**config.mk**
```make
export PLATFORM = sky130hd
export DESIGN_NAME = cfg_dprio_shadow_status_bank
export DESIGN_NICKNAME = d
export VERILOG_FILES = /design/src/rtl/cfg_dprio_shadow_status_bank_pkg.sv /design/src/rtl/cdclib_bitsync2.sv /design/src/rtl/cfg_dprio_shadow_status_bank.sv
export SDC_FILE = /design/constraint.sdc
export NUM_CORES = 1
export LEC_CHECK = 0
export CORE_MARGIN = 5
export CORE_UTILIZATION = 49
export CTS_BUF_LIST = sky130_fd_sc_hd__clkbuf_2 sky130_fd_sc_hd__clkbuf_4 sky130_fd_sc_hd__clkbuf_8
export CTS_CLUSTER_SIZE = 14
export DETAILED_ROUTE_END_ITERATION = 8
export PLACE_DENSITY = 0.87
export SYNTH_ARGS = -nofsm -noshare
export SYNTH_HDL_FRONTEND = slang
export SYNTH_SLANG_ARGS = --single-unit
```
**constraint.sdc**
```tcl
create_clock -name clk -period 2.9 [get_ports clk]
set_input_delay 0.435 -clock clk [delete_from_list [all_inputs] [get_ports clk]]
set_output_delay 0.435 -clock clk [all_outputs]
set_load 0.01 [all_outputs]
```
**src/rtl/cfg_dprio_shadow_status_bank_pkg.sv**
```systemverilog
// Purpose  : shared definitions for the DPRIO shadow status bank (per-channel FSM encoding).
// Latency  : n/a (definitions only).
// Backpr.  : n/a (definitions only).
package cfg_dprio_shadow_status_bank_pkg;

    // Per-channel handshake FSM encoding; the state bit doubles as the ack output.
    localparam logic ST_IDLE = 1'b0;
    localparam logic ST_ACK  = 1'b1;

endpackage : cfg_dprio_shadow_status_bank_pkg

```
**src/rtl/cdclib_bitsync2.sv**
```systemverilog
// Purpose  : DWIDTH independent 2-flop bit synchronisers into the clk domain.
// Latency  : 2 clk edges from the input being sampled to the synchronised output.
// Backpr.  : none; level signals only, no flow control.
// Ports    : clk, rst_n (async active-low), data_in[DWIDTH] (async), data_out[DWIDTH] (sync).
module cdclib_bitsync2 #(
    parameter int              DWIDTH       = 1,
    parameter logic            RESET_VAL    = 1'b0,
    parameter int              CLK_FREQ_MHZ = 250,
    parameter int              TOGGLE_TYPE  = 1,
    parameter int              VID          = 1
) (
    input  logic              clk,
    input  logic              rst_n,
    input  logic [DWIDTH-1:0] data_in,
    output logic [DWIDTH-1:0] data_out
);

    logic [DWIDTH-1:0] r_meta;
    logic [DWIDTH-1:0] r_sync;

    // Frequency/toggle/VID are library attributes carried for the timing flow;
    // the 2-flop structure is identical for every legal combination.
    if (CLK_FREQ_MHZ < 1 || TOGGLE_TYPE < 0 || VID < 0) begin : g_unsupported_cfg
    end

    always_ff @(posedge clk or negedge rst_n) begin
        if (!rst_n) begin
            r_meta <= {DWIDTH{RESET_VAL}};
            r_sync <= {DWIDTH{RESET_VAL}};
        end else begin
            r_meta <= data_in;
            r_sync <= r_meta;
        end
    end

    assign data_out = r_sync;

endmodule : cdclib_bitsync2

```
**src/rtl/cfg_dprio_shadow_status_bank.sv**
```systemverilog
// Purpose  : per-channel shadow copy of live status, captured on a DPRIO 4-phase request, with sticky bits and a changed flag.
// Latency  : ack rises/falls on the 3rd clk edge after write_en is sampled high/low; capture on the ack-rise edge.
// Backpr.  : DPRIO holds write_en until ack is seen; one capture per request, none while ack is held.
// Ports    : clk, rst_n (async active-low); stat_data_in/stat_data_out packed NUM_CH x DATA_WIDTH;
//            write_en (async) / write_en_ack per channel; stat_changed per channel.
module cfg_dprio_shadow_status_bank
    import cfg_dprio_shadow_status_bank_pkg::*;
#(
    parameter int                    DATA_WIDTH   = 16,
    parameter int                    NUM_CH       = 4,
    parameter int                    CLK_FREQ_MHZ = 250,
    parameter int                    TOGGLE_TYPE  = 1,
    parameter int                    VID          = 1,
    parameter logic [DATA_WIDTH-1:0] STICKY_MASK  = '0
) (
    input  logic                         clk,
    input  logic                         rst_n,
    input  logic [NUM_CH*DATA_WIDTH-1:0] stat_data_in,
    input  logic [NUM_CH-1:0]            write_en,
    output logic [NUM_CH-1:0]            write_en_ack,
    output logic [NUM_CH*DATA_WIDTH-1:0] stat_data_out,
    output logic [NUM_CH-1:0]            stat_changed
);

    logic [NUM_CH-1:0] w_write_en_sync;

    cdclib_bitsync2 #(
        .DWIDTH       (NUM_CH),
        .RESET_VAL    (1'b0),
        .CLK_FREQ_MHZ (CLK_FREQ_MHZ),
        .TOGGLE_TYPE  (TOGGLE_TYPE),
        .VID          (VID)
    ) u_write_en_sync (
        .clk      (clk),
        .rst_n    (rst_n),
        .data_in  (write_en),
        .data_out (w_write_en_sync)
    );

    for (genvar c = 0; c < NUM_CH; c++) begin : g_ch
        logic                  r_state;
        logic                  w_state_nxt;
        logic                  w_capture_en;
        logic [DATA_WIDTH-1:0] w_live;
        logic [DATA_WIDTH-1:0] w_capture;
        logic [DATA_WIDTH-1:0] r_accum;
        logic [DATA_WIDTH-1:0] r_out;
        logic                  r_changed;

        assign w_live = stat_data_in[c*DATA_WIDTH +: DATA_WIDTH];

        // r_accum only ever holds sticky positions, so a plain OR gives
        // live for non-sticky bits and live|history for sticky bits.
        assign w_capture = w_live | r_accum;

        always_comb begin
            w_state_nxt  = r_state;
            w_capture_en = 1'b0;
            case (r_state)
                ST_IDLE: begin
                    if (w_write_en_sync[c]) begin
                        w_state_nxt  = ST_ACK;
                        w_capture_en = 1'b1;
                    end
                end
                ST_ACK: begin
                    if (!w_write_en_sync[c]) begin
                        w_state_nxt = ST_IDLE;
                    end
                end
                default: begin
                    w_state_nxt = ST_IDLE;
                end
            endcase
        end

        always_ff @(posedge clk or negedge rst_n) begin
            if (!rst_n) begin
                r_state   <= ST_IDLE;
                r_accum   <= '0;
                r_out     <= '0;
                r_changed <= 1'b0;
            end else begin
                r_state <= w_state_nxt;
                if (w_capture_en) begin
                    r_out     <= w_capture;
                    r_changed <= (w_capture != r_out);
                    // Bits high on the capture edge are already in w_capture,
                    // so the accumulator restarts empty.
                    r_accum   <= '0;
                end else begin
                    r_accum   <= r_accum | (w_live & STICKY_MASK);
                end
            end
        end

        assign write_en_ack[c]                          = r_state;
        assign stat_data_out[c*DATA_WIDTH +: DATA_WIDTH] = r_out;
        assign stat_changed[c]                          = r_changed;
    end

endmodule : cfg_dprio_shadow_status_bank

```
After elaboration in Yosys (flattened, before gate mapping). Index checks and enable logic that the tools add are counted.

Equal/unequal tests: 4. Mux-type cells: 8.

Operator list (number): inequality test 16 bit (4); two-way mux 1 bit (8).

Bits in registers: 80. Input port bits: 70. Output and inout port bits: 72. Logic and storage cells: 26.

Longest topological paths before layout.
Depth in word-level cells: 2. Gate-level depth with buffers: 5. Gate-level depth less buffers: 4.

Modules after synthesis. A second synthesis with hierarchy kept.

Cells, all modules: 256. Area total of the unflattened synthesis: 3803.6 um2.

Modules (own cells, without submodules): cfg_dprio_shadow_status_bank (instances 1, cells each 248, area an instance 3603.5 um2, seq. area each 1801.7 um2); cdclib_bitsync2 (instances 1, cells each 8, area an instance 200.2 um2, seq. area each 200.2 um2).

Least setup slack after synthesis. No wires, ideal clock.

Kind: register to register. Start: reg g_ch[0].r_state. End: reg g_ch[0].r_out[10]. Setup time: 0.125 ns. Arrival time: 1.048 ns. Data required time: 2.775 ns. Slack: 1.727 ns. Stages on the path, launching flop included: 5. Path buffers: 2. Clock period less this slack: 1.173 ns. Cells stage by stage: dfrtp_1 nor2b_4 buf_6 buf_12 mux2_4.

Cells in the longest elaborated chain, start to end: 1.

RTL lines: from (decl) (line cfg_dprio_shadow_status_bank.sv:41) `logic r_state;`; from (signal assigned) (line cfg_dprio_shadow_status_bank.sv:84) `r_state <= w_state_nxt;`; two-way mux 1 bit (line cfg_dprio_shadow_status_bank.sv:59) `case (r_state)`; to (signal assigned) (line cfg_dprio_shadow_status_bank.sv:86) `r_out <= w_capture;`; to (decl) (line cfg_dprio_shadow_status_bank.sv:47) `logic [DATA_WIDTH-1:0] r_out;`.

No other way between the ends. A chain may end at the register's enable or synchronous reset.

Worst setup path in the final report.
Start: reg g_ch[3].r_state. End: out write_en_ack[3].

RTL lines: from (decl) (line cfg_dprio_shadow_status_bank.sv:41); from (signal assigned) (line cfg_dprio_shadow_status_bank.sv:84); to (decl) (line cfg_dprio_shadow_status_bank.sv:20) `output logic [NUM_CH-1:0] write_en_ack,`.

No word-level cell between the ends.

==> out/qor.tcl <==
set qor(run_status) {finished, final reports clean}
set qor(die_extent_in_x_um) 98.1
set qor(post-cts-setup-buffer-count) 0
set qor(antennaDiodeCount) 0
set qor(clock_insertion_delay_worst_skew_ps) 330
set qor(syn_avg_cell_area_sq_um) 14.9
set qor(global_route.usage.total) 0.167
set qor(report.final.slew_viol_count) 0
set qor(timing.critical_path.arrival_ps) 1320
set qor(critical-path-max-stage-delay_ps) 580
set qor(cts-hold-fix-buffers) 0
set qor(syn2layout_area_growth_pct) 41.4
set qor(final_hold_viol_count) 0
set qor(max_clock_freq_mhz) 571
set qor(total_routed_length_um) 7980
set qor(power_density_nw_per_um2) 588
set qor(die_area_sq_um) 9620
set qor(reg2reg_from) {g_ch[0].r_state$_DFF_PN0_}
set qor(finish.instance_area_sq_um) 5380
set qor(synth_common_cells) {dfrtp_1 (80), xnor2_1 (64), mux2_2 (32), mux2_4 (32), nand4_1 (16)}
set qor(numCtsBuffers) 9
set qor(grt_start_max_net_pins) 81
set qor(detail_route.wl_per_cell_um) 16.0
set qor(synth-seq-cells) 80
set qor(critical_path.slowest_cell) {clkdlybuf4s50_1}
set qor(worstSetupStartpointType) {register}
set qor(floorplan.die.height_um) 98.1
set qor(port_buffers) 141
set qor(drc_errors) 0
set qor(timing.max_slew.rel_slack) 0.344
set qor(tritoncts) {yes}
set qor(netlist_area_sq_um) 3800
set qor(floorplan.rows) 32
set qor(cp-startpoint) {g_ch[3].r_state$_DFF_PN0_}
set qor(wire_length_of_the_first_global_routing_pass_um) 13000
set qor(grt_busiest_layer) {met2}
set qor(use_met3) 0.0529
set qor(synth-seq-area-share) 0.526
set qor(final_min_period_over_clock_period) 0.604
set qor(initial_util) 0.497
set qor(design.core.area_sq_um) 7650
set qor(post_cts_resize_count) 0
set qor(cts.htree.levels) 3
set qor(detailedRoute.firstPassIterationCount) 3
set qor(cts.sink_count) 80
set qor(finalClockSkew_ps) 9.40
set qor(grt-ovfl-total) 0
set qor(cp_num_buf_inv) 1
set qor(drt_first_iter_violations) 31
set qor(setup-tns-final_ps) 0
set qor(gpl.final_weighted_congestion) 0.749
set qor(synth_area_leader_cell) {dfrtp_1}
set qor(endpoint_kind) {primary output}
set qor(ys_top_cells_by_area) {dfrtp_1 (53%), xnor2_1 (15%), mux2_4 (13%)}
set qor(finalNetCount) 462
set qor(slew_of_the_pin_with_the_lowest_slew_margin_ps) 984
set qor(synth_edf_count) 0
set qor(vias) 2444
set qor(vias_per_cell) 4.90
set qor(cts_root_buf) {clkbuf_8}
set qor(yosys.area.top_type_share) 0.526
set qor(holdCritPathClass) {primary input to async pin}
set qor(rsz0062_at_grt) {false}
set qor(first_global_vias) 2664
set qor(dpl.hpwl_um) 5920
set qor(setup_violations) 0
set qor(layout_min_cycle_time_ps) 1750
set qor(ff2ff_setup_slack_ps) 1460
set qor(synthesis.nets) 326
set qor(path_class) {register to primary output}
set qor(max-clock-path-buffers) 2
set qor(synth_most_common_cell) {dfrtp_1}
set qor(globalRouteMet1Util) 0.215
set qor(worst_ep_required_time_ps) 2470
set qor(timing.max_cap.violations) 0
set qor(globalRouteMet2Util) 0.270
set qor(antenna_violations_before_repair) 0
set qor(ir_drop_uv) 378
set qor(path_clk_slew_ps) 90
set qor(crit_chain) {clkdlybuf4s50_1}
set qor(critPathMaxFanout) 2
set qor(layout-drive-gt1-share) 0.214
set qor(syn_inst) 256
set qor(placement.cell_area_sq_um) 5150
set qor(async_flop_share) 1.00
set qor(leakagePower_uw) 0.00213
set qor(critPathTopFamily) {buffers and inverters}
set qor(yosysWarningCount) 0
set qor(yosysUniqueCellTypes) 12
set qor(utilization) 0.704
set qor(io_pins) 142
set qor(final_antenna_net_count) 0
set qor(postSynth.topFlopCell) {dfrtp_1}
==> through the flow <==
| stage | power (uW) | std cells | setup WS (ps) | hold WS, ps |
|---|---|---|---|---|
| 5_1_grt | 3310 | 499 | 1090 | 338 |
| 2_1_floorplan | 1830 | 256 | 1730 | 139 |
| 3_3_place_gp | 2260 | 483 | 1160 | 332 |
| 3_5_place_dp | 2280 | 483 | 1110 | 335 |
| 4_1_cts | 3200 | 499 | 1110 | 295 |
| 6_report | 3160 | 499 | 1150 | 248 |
==> cell usage in the layout (no fill, tap or decap) <==
cell type,Yosys,layout
a21oi_1,4,4
buf_4,8,1
bufinv_16,0,2
clkbuf_4,0,1
clkbuf_8,0,10
clkdlybuf4s50_1,0,140
clkinv_2,0,1
clkinvlp_4,0,2
dfrtp_1,80,80
mux2_2,32,32
mux2_4,32,32
nand4_1,16,16
nor2_1,4,4
nor2b_4,4,4
nor4_1,4,4
xnor2_1,64,64
==> power breakdown <==
part	internal [uW]	total, uW	switching [uW]
clock	517	912	395
combinational	570	863	293
sequential	1260	1390	133
total	2340	3160	821
==> cell type report <==
| type | instances | area [sq um] |
|---|---|---|
| Clock buffer | 11 | 145 |
| Clock inverter | 5 | 80.1 |
| Fill cell | 545 | 2270 |
| Multi-Input combinational cell | 160 | 1620 |
| Sequential cell | 80 | 2000 |
| Tap cell | 102 | 128 |
| Timing Repair Buffer | 141 | 1410 |
==> state kept, by name, summed over array words and instances (netlist names) <==
signal	cells
g_ch.r_changed	4
g_ch.r_out	64
g_ch.r_state	4
u_write_en_sync.data_out	4
u_write_en_sync.r_meta	4
==> worst paths after layout <==
path                                                    endpoint  depth (start not counted)
max                                              write_en_ack[3]                          1
min                                 g_ch[1].r_out[2]$_DFFE_PN0P_                          1
min in group clk           u_write_en_sync.data_out[1]$_DFF_PN0_                          0
max reg2reg                         g_ch[0].r_out[3]$_DFFE_PN0P_                          2
max in group asynchronous           g_ch[0].r_out[0]$_DFFE_PN0P_                          1
min reg2reg                u_write_en_sync.data_out[1]$_DFF_PN0_                          0
==> logic make-up (layout without fill, tap and decap cells) <==
family	count (synthesis)	after routing	synth area share
flip-flops	80	80	0.526
XOR/XNOR	64	64	0.147
multiplexers	64	64	0.221
AND/OR/NAND/NOR	28	28	0.0513
buffers and inverters	16	157	0.0487
AO/OA/AOI/OAI	4	4	0.00526
==> routing by layer <==
metal	vias up	part of all wire	wire length, um
met5	-	0	0
met4	0	0.011	91
met3	9	0.076	608
met2	81	0.49	3920
met1	1208	0.42	3360
li1	1146	-	-
No activity file was read; power rests on OpenSTA's default activity.
